--- src/rtl/fetch_pkg.sv ---
// Shared fetch-unit definitions: FSM state encoding, instruction size, halt sentinel.
// Used by fetch_unit (FETCH_HALT_EN selects the halt-on-zero-word behaviour) and pc_next_gen.
package fetch_pkg;

   typedef enum logic [1:0] {
      FETCH = 2'd0,
      WAIT  = 2'd1,
      ISSUE = 2'd2,
      HALT  = 2'd3
   } fetch_state_t;

   localparam int unsigned INST_BYTES = 4;
   localparam logic [31:0] HALT_WORD  = 32'h0000_0000;

endpackage

--- src/rtl/pc_next_gen.sv ---
// Next-PC select: sequential PC+4 (wraps modulo 2^DWIDTH) or word-aligned ALU target.
// Purely combinational, zero latency, no backpressure.
module pc_next_gen
   import fetch_pkg::*;
#(
   parameter int unsigned DWIDTH = 32
)(
   input  logic [DWIDTH-1:0] i_pc,
   input  logic              i_pcsel,
   input  logic [DWIDTH-1:0] i_alu_target,
   output logic [DWIDTH-1:0] o_next_pc
);

   logic [DWIDTH-1:0] w_seq_pc;
   logic [DWIDTH-1:0] w_jmp_pc;

   assign w_seq_pc  = i_pc + DWIDTH'(INST_BYTES);
   // Targets are forced to a word boundary; the low address bits are dropped.
   assign w_jmp_pc  = {i_alu_target[DWIDTH-1:2], 2'b00};
   assign o_next_pc = i_pcsel ? w_jmp_pc : w_seq_pc;

endmodule

--- src/rtl/fetch_unit.sv ---
// Instruction fetch FSM: FETCH -> WAIT -> ISSUE, min 3 cycles/instruction; ISSUE holds until inst_ready.
// Optional FETCH_HALT_EN: a zero word captured in WAIT parks the FSM in HALT until reset.
module fetch_unit
   import fetch_pkg::*;
#(
   parameter int unsigned       DWIDTH   = 32,
   parameter logic [DWIDTH-1:0] RESET_PC = 32'h0000_0000
)(
   input  logic              clk,
   input  logic              rst_n,
   input  logic              PCSel,
   input  logic [DWIDTH-1:0] alu_target,
   output logic              imem_req,
   output logic [DWIDTH-1:0] imem_addr,
   input  logic              imem_rvalid,
   input  logic [31:0]       imem_rdata,
   output logic [31:0]       instruction,
   output logic              inst_valid,
   input  logic              inst_ready,
   output logic [DWIDTH-1:0] pc,
   output logic              halted
);

   fetch_state_t      r_state;
   fetch_state_t      w_state_nxt;
   logic [DWIDTH-1:0] r_pc;
   logic [DWIDTH-1:0] w_pc_nxt;
   logic [31:0]       r_instruction;
   logic              w_inst_load;
   logic              w_pc_load;
   logic              w_is_halt_word;
   logic              w_req;
   logic              w_valid;

   pc_next_gen #(
      .DWIDTH (DWIDTH)
   ) u_pc_next_gen (
      .i_pc         (r_pc),
      .i_pcsel      (PCSel),
      .i_alu_target (alu_target),
      .o_next_pc    (w_pc_nxt)
   );

`ifdef FETCH_HALT_EN
   assign w_is_halt_word = (imem_rdata == HALT_WORD);
   assign halted         = (r_state == HALT);
`else
   assign w_is_halt_word = 1'b0;
   assign halted         = 1'b0;
`endif

   always_ff @(posedge clk or negedge rst_n) begin
      if (!rst_n) begin
         r_state       <= FETCH;
         r_pc          <= RESET_PC;
         r_instruction <= 32'h0;
      end else begin
         r_state <= w_state_nxt;
         if (w_pc_load)
            r_pc <= w_pc_nxt;
         if (w_inst_load)
            r_instruction <= imem_rdata;
      end
   end

   // rvalid is only looked at in WAIT, so late or coincident responses fall on the floor.
   always_comb begin
      w_state_nxt = r_state;
      w_inst_load = 1'b0;
      w_pc_load   = 1'b0;
      w_req       = 1'b0;
      w_valid     = 1'b0;
      case (r_state)
         FETCH: begin
            w_req       = 1'b1;
            w_state_nxt = WAIT;
         end
         WAIT: begin
            if (imem_rvalid) begin
               w_inst_load = 1'b1;
               w_state_nxt = w_is_halt_word ? HALT : ISSUE;
            end
         end
         ISSUE: begin
            w_valid = 1'b1;
            if (inst_ready) begin
               w_pc_load   = 1'b1;
               w_state_nxt = FETCH;
            end
         end
         HALT:    w_state_nxt = HALT;
         default: w_state_nxt = FETCH;
      endcase
   end

   // Reset parks the FSM in FETCH; the request is masked until rst_n releases.
   assign imem_req    = w_req & rst_n;
   assign imem_addr   = r_pc;
   assign pc          = r_pc;
   assign instruction = r_instruction;
   assign inst_valid  = w_valid;

endmodule

--- config.mk ---
export PLATFORM = sky130hd
export DESIGN_NAME = fetch_unit
export DESIGN_NICKNAME = d
export VERILOG_FILES = /design/src/rtl/fetch_pkg.sv /design/src/rtl/pc_next_gen.sv /design/src/rtl/fetch_unit.sv
export SDC_FILE = /design/constraint.sdc
export NUM_CORES = 1
export LEC_CHECK = 0
export CORE_MARGIN = 5
export CORE_UTILIZATION = 42
export DETAILED_ROUTE_END_ITERATION = 7
export HOLD_SLACK_MARGIN = 0.03
export PLACE_DENSITY = 0.82
export SLEW_MARGIN = 10
export SYNTH_ARGS = -nofsm -noshare
export SYNTH_HDL_FRONTEND = slang
export SYNTH_SLANG_ARGS = --single-unit
--- constraint.sdc ---
create_clock -name clk -period 4.33 [get_ports clk]
set_input_delay 0.6495 -clock clk [delete_from_list [all_inputs] [get_ports clk]]
set_output_delay 0.6495 -clock clk [all_outputs]
set_load 0.02 [all_outputs]
-- Word level (Yosys, flattened, before mapping)
Cells that the tools add are included.
W data, S select, Z words.
- reductions and logical operators: 2
- eq/ne operators: 5
- mux-type cells: 10
- add/sub/neg operators: 1
- bitwise operators: 1
- operators by type and width (operator ; count):
    $add A32 B3 Y32 const B ; 1
    $mux W32 ; 1
    $pmux W2 S4 ; 1
    $mux W1 ; 6
    $eq A2 B2 Y1 const B ; 2
    $mux W2 ; 2
    $ne A2 B2 Y1 const B ; 2
    $eq A2 B1 Y1 const B ; 1
    $logic_not A2 Y1 ; 1
    $reduce_and A2 Y1 ; 1
    $and A1 B1 Y1 ; 1
- flip-flop bits (word level): 66
- word-level logic and storage cells: 22

-- Depth between registers and ports, before layout
Gate-level depths: netlist (run 1).
- depth in word-level cells: 3
- depth in mapped cells: 8
- gate-level depth less buffers: 7

-- Hierarchy
A second synthesis (run 1) with hierarchy kept.
- cells, all modules: 362
- area, all modules: 3995.1 um2
- modules (own cells, without submodules) (module ; sequential area each (um2) ; times used ; area each (um2) ; cells an instance):
    fetch_unit ; 1651.6 ; 1 ; 2974.1 ; 187
    pc_next_gen ; 0.0 ; 1 ; 1021.0 ; 175

-- Least setup slack after synthesis (run 1)
No wires, ideal clock.
- path type: register -> register
- start: register r_pc[7], in the netlist imem_addr[7]
- end: register r_pc[27], in the netlist imem_addr[27]
- required time: 4258 ps
- path slack: 2357 ps
- data arrival time: 1902 ps
- stages on the path, launching flop included: 7
- clock period less this slack: 1973 ps
- cells stage by stage: dfrtp_1 -> buf_6 -> nand4_4 -> or4_4 -> nor3_2 -> mux2_1 -> nor2_1
- longest elaborated chain between the ends: 2
- ends and longest elaborated chain (what ; RTL line ; RTL):
    start: declaration ; fetch_unit.sv:26 ; logic [DWIDTH-1:0] r_pc;
    start signal: assignment ; fetch_unit.sv:60 ; r_pc <= w_pc_nxt;
    $add A32 B3 Y32 ; pc_next_gen.sv:17 ; assign w_seq_pc = i_pc + DWIDTH'(INST_BYTES);
    $mux W32 ; pc_next_gen.sv:20 ; assign o_next_pc = i_pcsel ? w_jmp_pc : w_seq_pc;
No other way between the ends.
A chain may end at the register's enable or synchronous reset.

-- Final worst setup path (run 1)
- start: register r_state[1]
- end: output imem_req
- longest elaborated chain between the ends: 3
- ends and longest elaborated chain (what ; RTL line ; RTL):
    start: declaration ; fetch_unit.sv:24 ; fetch_state_t r_state;
    start signal: assignment ; fetch_unit.sv:58 ; r_state <= w_state_nxt;
    $logic_not A2 Y1 ; fetch_unit.sv:73 ; case (r_state)
    $mux W1 ; fetch_unit.sv:73 ;
    $and A1 B1 Y1 ; fetch_unit.sv:97 ; assign imem_req = w_req & rst_n;
    end: declaration ; fetch_unit.sv:13 ; output logic imem_req,
No other way between the ends.

==> results.json, run 1 <==
{
  "ys_warn_count": 0,
  "clock_sinks": 64,
  "overflow": 0,
  "post-route-min-period_ns": 2.39,
  "grt_setup_unrepaired": "false",
  "path_max_fanout": 5,
  "drc_errors": 0,
  "yosysTopAreaCellShare_pct": 43.9,
  "worst_pin_slew_ns": 0.877,
  "hp-class": "reg2reg",
  "crit_path_start_kind": "flop",
  "syn_area_per_cell_sq_um": 9.81,
  "synth_area_sq_um": 3650,
  "cap_violations": 0,
  "dp_slack_ns": 1.73,
  "critPathRequiredTime_ns": 3.68,
  "antenna_left": 0,
  "worst-setup-path-type": "reg2out",
  "initial_core_util_pct": 42.5,
  "htree_levels": 3,
  "tritoncts": "built",
  "ys_ff_latch": 64,
  "first_pass_iters": 5,
  "critical-path-slowest-cell": "clkdlybuf4s50_1",
  "synth_most_common_cell": "dfrtp_1",
  "synth_top_cell_by_area": "dfrtp_1",
  "synthCells": 372,
  "status": "finished, final reports clean",
  "vias": 3351,
  "gr-usage-all-layers_pct": 20.0,
  "finClkSkew_ns": 0.00519,
  "grt_max_degree": 65,
  "die_h_um": 103,
  "cts.repair.resized": 0,
  "antenna_found_initial": 0,
  "drtIter0Drc": 217,
  "final_layout_size_suffix_gt1_share_pct": 12.0,
  "maxSlewHeadroom_pct": 41.4,
  "avgViaCountPerCell": 5.50,
  "setup_viol": 0,
  "die_x_um": 103,
  "clockBufferDepth": 2,
  "die_area_sq_um": 10700,
  "clk-insertion-delay-late_ns": 0.33,
  "leakagePower_nw": 2.10,
  "maxSlewViolCount": 0,
  "crit_path_max_incr_delay_ns": 0.59,
  "final_nets": 571,
  "routedWlPerCell_um": 17.6,
  "synth_ff_type": "dfrtp_1",
  "hold_viol_final": 0,
  "antennaDiodeCount": 0,
  "crit_path_cell_trace": "inv_1 > ha_1 > and2_1 > clkdlybuf4s50_1",
  "synth-edff-count": 0,
  "cts_hold_buf": 0,
  "fin_tns_setup_ns": 0,
  "arrival_ns": 1.74,
  "port_buffers": 160,
  "grt_pass1_vias": 3342,
  "dp_hpwl_mm": 8.03,
  "final.period_utilization_pct": 55.1,
  "cts-root-buf": "clkbuf_8",
  "powerDensity_nw_per_um2": 657,
  "core-area_sq_um": 8590,
  "grt_pass1_wl_mm": 16.7,
  "routed_wl_mm": 10.7,
  "ioPinCount": 168,
  "setup_slack_ns": 1.94,
  "max_freq_mhz": 419,
  "finalWeightedCongestion": 0.847,
  "cts_made_buffers": 9,
  "ir_drop_v": 0.000459,
  "area_delta_synth_final_pct": 43.8,
  "total_power_w": 0.00345,
  "rows": 34,
  "endpoint_kind": "output pin",
  "synth_common_cells": "dfrtp_1, buf_4, mux2_2, o21ai_0",
  "async_reset_ff_share_pct": 100,
  "ys_seq_area_share_pct": 43.9,
  "post_cts_buffers": 0,
  "synthTopCellsByArea": "dfrtp_1, mux2_2, buf_4",
  "clk_pin_slew_ns": 0.07,
  "synth_cell_type_count": 51
}
-- cells in the final DEF (no fill, tap or decap), types with 6 or more instances in the layout --
| cell | n |
|---|---|
| nand2_1 | 24 |
| clkdlybuf4s50_1 | 159 |
| inv_1 | 8 |
| nor2_1 | 24 |
| nand3_1 | 16 |
| and3_1 | 9 |
| a21oi_1 | 23 |
| o21ai_0 | 29 |
| clkbuf_8 | 11 |
| ha_1 | 6 |
| mux2_2 | 33 |
| nor3_1 | 9 |
| dfrtp_1 | 64 |
-- state kept, by name (all words and copies together) (netlist names) --
name and flops:
instruction 32, imem_addr 30, r_state 2
-- metrics by stage --
stage	hold WS [ns]	util (%)	instances	instance area, sq um
floorplan	0.354	-	376	3660
global placement	0.487	58.8	593	5050
detailed placement	0.492	58.8	593	5050
CTS	0.508	61.1	609	5250
global route	0.514	61.1	609	5250
finish	0.503	61.1	609	5250
-- where the power goes --
part | internal, W | switching [W]
Combinational | 0.000907 | 0.000876
Sequential | 0.000859 | 0.000286
Clock | 0.000296 | 0.000226
Total | 0.00206 | 0.00139
-- final cells by class --
cell class              count  area (sq um)
clock buffers              13           159
clock inverters             3          40.0
fillers                   729          3340
flip-flops and latches     64          1600
well taps                 108           135
repair buffers            164          1630
multi-input cells         249          1660
inverters                   8          30.0
-- cells by family after synthesis --
kind of cell    synth area share (%)
fa+ha+maj                       2.06
mux                             11.0
other cells                    0.103
simple gates                    16.5
compound gates                  15.3
flops                           43.9
buf+inv                         11.1
-- worst max-delay path: cells and delay by family (launching register included) --
family / cells / cell delay (ns)
and+or+nand+nor: 1 / 0.11
DFF: 1 / 0.43
buffers and inverters: 2 / 0.71
adders and majority gates: 1 / 0.15
-- routing by layer --
layer	track usage [%]	share of wire, %	up-vias
met3	9.99	13	15
li1	-	-	1561
met2	32.5	49	166
met4	6.08	1.3	0
met5	0	0	-
met1	23.3	37	1609
-- worst paths after layout --
| path | startpoint | endpoint | slack, ns | depth (start not counted) |
|---|---|---|---|---|
| max reg2reg | r_state[0] | imem_addr[29] | 2.10 | 7 |
| max | r_state[1] | imem_req | 1.94 | 4 |
| min in group asynchronous | rst_n | instruction[16] | 0.51 | 2 |
| min reg2reg | instruction[2] | instruction[2] | 0.50 | 1 |
| max in group asynchronous | rst_n | imem_addr[15] | 3.27 | 2 |
| min | instruction[2] | instruction[2] | 0.50 | 1 |
Note: power is estimated with default switching activity, not from simulation.
==> run 2, diff against run 1 <==
==> constraint.sdc (replaced) <==
create_clock -name clk -period 2.3 [get_ports clk]
set_input_delay 0.345 -clock clk [delete_from_list [all_inputs] [get_ports clk]]
set_output_delay 0.345 -clock clk [all_outputs]
set_load 0.02 [all_outputs]
==> run 2 against run 1 <==
Sequential power grew 88%. Sequential share of layout area shrank 0.18 points. Register-to-register slack lost 1.8 ns. Combinational power grew 90%. Design area grew 0.60%. Non-clock buffer count grew 6. Hold slack lost 0.33 ns. Utilization grew 0.36 points. Critical endpoint unchanged. Cell count grew 0.99%. Highest routed layer unchanged. Largest cell class is now non-clock buffers. Count of clock-buffer cells in the layout shrank 4. Die area is the same. Global-route usage grew 0.15 points.
==> results.json, run 2 (synthesis gave the netlist of run 1 again) <==
{
  "fin_tns_setup_ns": 0,
  "rows": 34,
  "final_common_cell": "clkdlybuf4s50_1",
  "startpoint": "r_state[1]",
  "routed_wl_mm": 10.7,
  "grt_setup_unrepaired": "false",
  "rr_worst_depth": 5,
  "grt_pass1_vias": 3456,
  "r2r_slack_ns": 0.28,
  "ioPinCount": 168,
  "endpoint_kind": "output pin",
  "final_layout_size_suffix_gt1_share_pct": 13.4,
  "pwr-share-comb_pct": 53.1,
  "cts.repair.resized": 0,
  "antennaDiodeCount": 0,
  "holdWs_ns": 0.176,
  "largest_reg_flops": 32,
  "total_power_w": 0.00637,
  "hp-class": "in2async",
  "leakagePower_nw": 2.10,
  "p_seq_share_pct": 33.6,
  "final.period_utilization_pct": 91.2,
  "cap_violations": 0,
  "port_buffers": 160,
  "r2r-end": "imem_addr[27]",
  "tritoncts": "built",
  "gr-usage-all-layers_pct": 20.1,
  "dp_hpwl_mm": 8.02,
  "cts_hold_buf": 0,
  "htree_levels": 3,
  "ir_drop_v": 0.000760,
  "grt_pass1_wl_mm": 16.7,
  "clk_pin_slew_ns": 0.08,
  "p_clk_share_pct": 13.3,
  "die_h_um": 103,
  "post-route-min-period_ns": 2.10,
  "vias": 3392,
  "overflow": 0,
  "initial_core_util_pct": 42.5,
  "setup_viol": 0,
  "antenna_found_initial": 0,
  "worst_pin_slew_ns": 0.836,
  "clockBufferDepth": 2,
  "drtIter0Drc": 161,
  "post_cts_buffers": 0,
  "final_nets": 577,
  "finClkSkew_ns": 0.00856,
  "powerDensity_nw_per_um2": 1210,
  "switching_power_w": 0.00264,
  "p_int_w": 0.00374,
  "die_area_sq_um": 10700,
  "core-area_sq_um": 8590,
  "avgViaCountPerCell": 5.52,
  "clk-insertion-delay-late_ns": 0.34,
  "hold_viol_final": 0,
  "arrival_ns": 1.75,
  "cts-root-buf": "clkbuf_8",
  "antenna_left": 0,
  "area_delta_synth_final_pct": 44.7,
  "worst-setup-path-type": "reg2out",
  "path_max_fanout": 5,
  "maxSlewHeadroom_pct": 44.2,
  "finalWeightedCongestion": 0.836,
  "drc_errors": 0,
  "maxSlewViolCount": 0,
  "routedWlPerCell_um": 17.4,
  "p_sw_share_pct": 41.4,
  "first_pass_iters": 4,
  "rr_startpoint": "imem_addr[7]",
  "crit_path_start_kind": "flop",
  "die_x_um": 103,
  "status": "finished, final reports clean",
  "max_freq_mhz": 477,
  "mostFrequentLayoutCells": "clkdlybuf4s50_1, dfrtp_1, mux2_2",
  "cts_made_buffers": 9,
  "grt_max_degree": 65,
  "critPathRequiredTime_ns": 1.96,
  "clock_sinks": 64
}
[run 2: final cells by class]
class                      instances  area, sq um
clock inverter                     7         48.8
fill                             721         3310
inverter                           8         30.0
timing repair buffer             170         1680
multi-input combinational        249         1660
clock buffer                       9          124
sequential                        64         1600
tap                              108          135
[run 2: power by group through the flow]
stage / sequential, W / combinational (W) / clock (W)
after floorplan: 0.00264 / 0.00139 / 0
after global placement: 0.00211 / 0.00334 / 0
after detailed placement: 0.00215 / 0.00341 / 0
after CTS: 0.00214 / 0.00342 / 0.000875
after global routing: 0.00223 / 0.00362 / 0.000940
final: 0.00214 / 0.00338 / 0.000850
[run 2: worst max path at each step]
stage	cells after the start	slack, ns	to
6_report	4	0.20	imem_req
5_1_grt	4	0.13	imem_req
4_1_cts	4	0.18	imem_req
3_5_place_dp	5	0.30	imem_addr[27]
3_3_place_gp	5	0.33	imem_addr[27]
2_1_floorplan	6	0.33	imem_addr[27]
[run 2: per-layer routing]
metal | track usage [%] | part of all wire (%) | vias to the layer above | routed length (um)
li1 | - | - | 1580 | -
met4 | 8.27 | 2.1 | 0 | 220
met5 | 0 | 0 | - | 0
met1 | 23.5 | 39 | 1615 | 4150
met2 | 32.1 | 47 | 176 | 5020
met3 | 9.46 | 12 | 21 | 1320
[run 2: critical path: stages, from the launching register on]
cell             delay, ns
dfrtp_1               0.43
inv_1                 0.12
ha_1                  0.15
and2_1                0.11
clkdlybuf4s50_1       0.59
[run 2: metrics by stage]
step | setup WS, ns | std cells | util, % | cell area [sq um]
global route | 0.129 | 615 | 61.5 | 5280
detailed placement | 0.297 | 599 | 59.4 | 5110
finish | 0.203 | 615 | 61.5 | 5280
global placement | 0.327 | 599 | 59.4 | 5110
floorplan | 0.327 | 376 | - | 3660
CTS | 0.177 | 615 | 61.5 | 5280
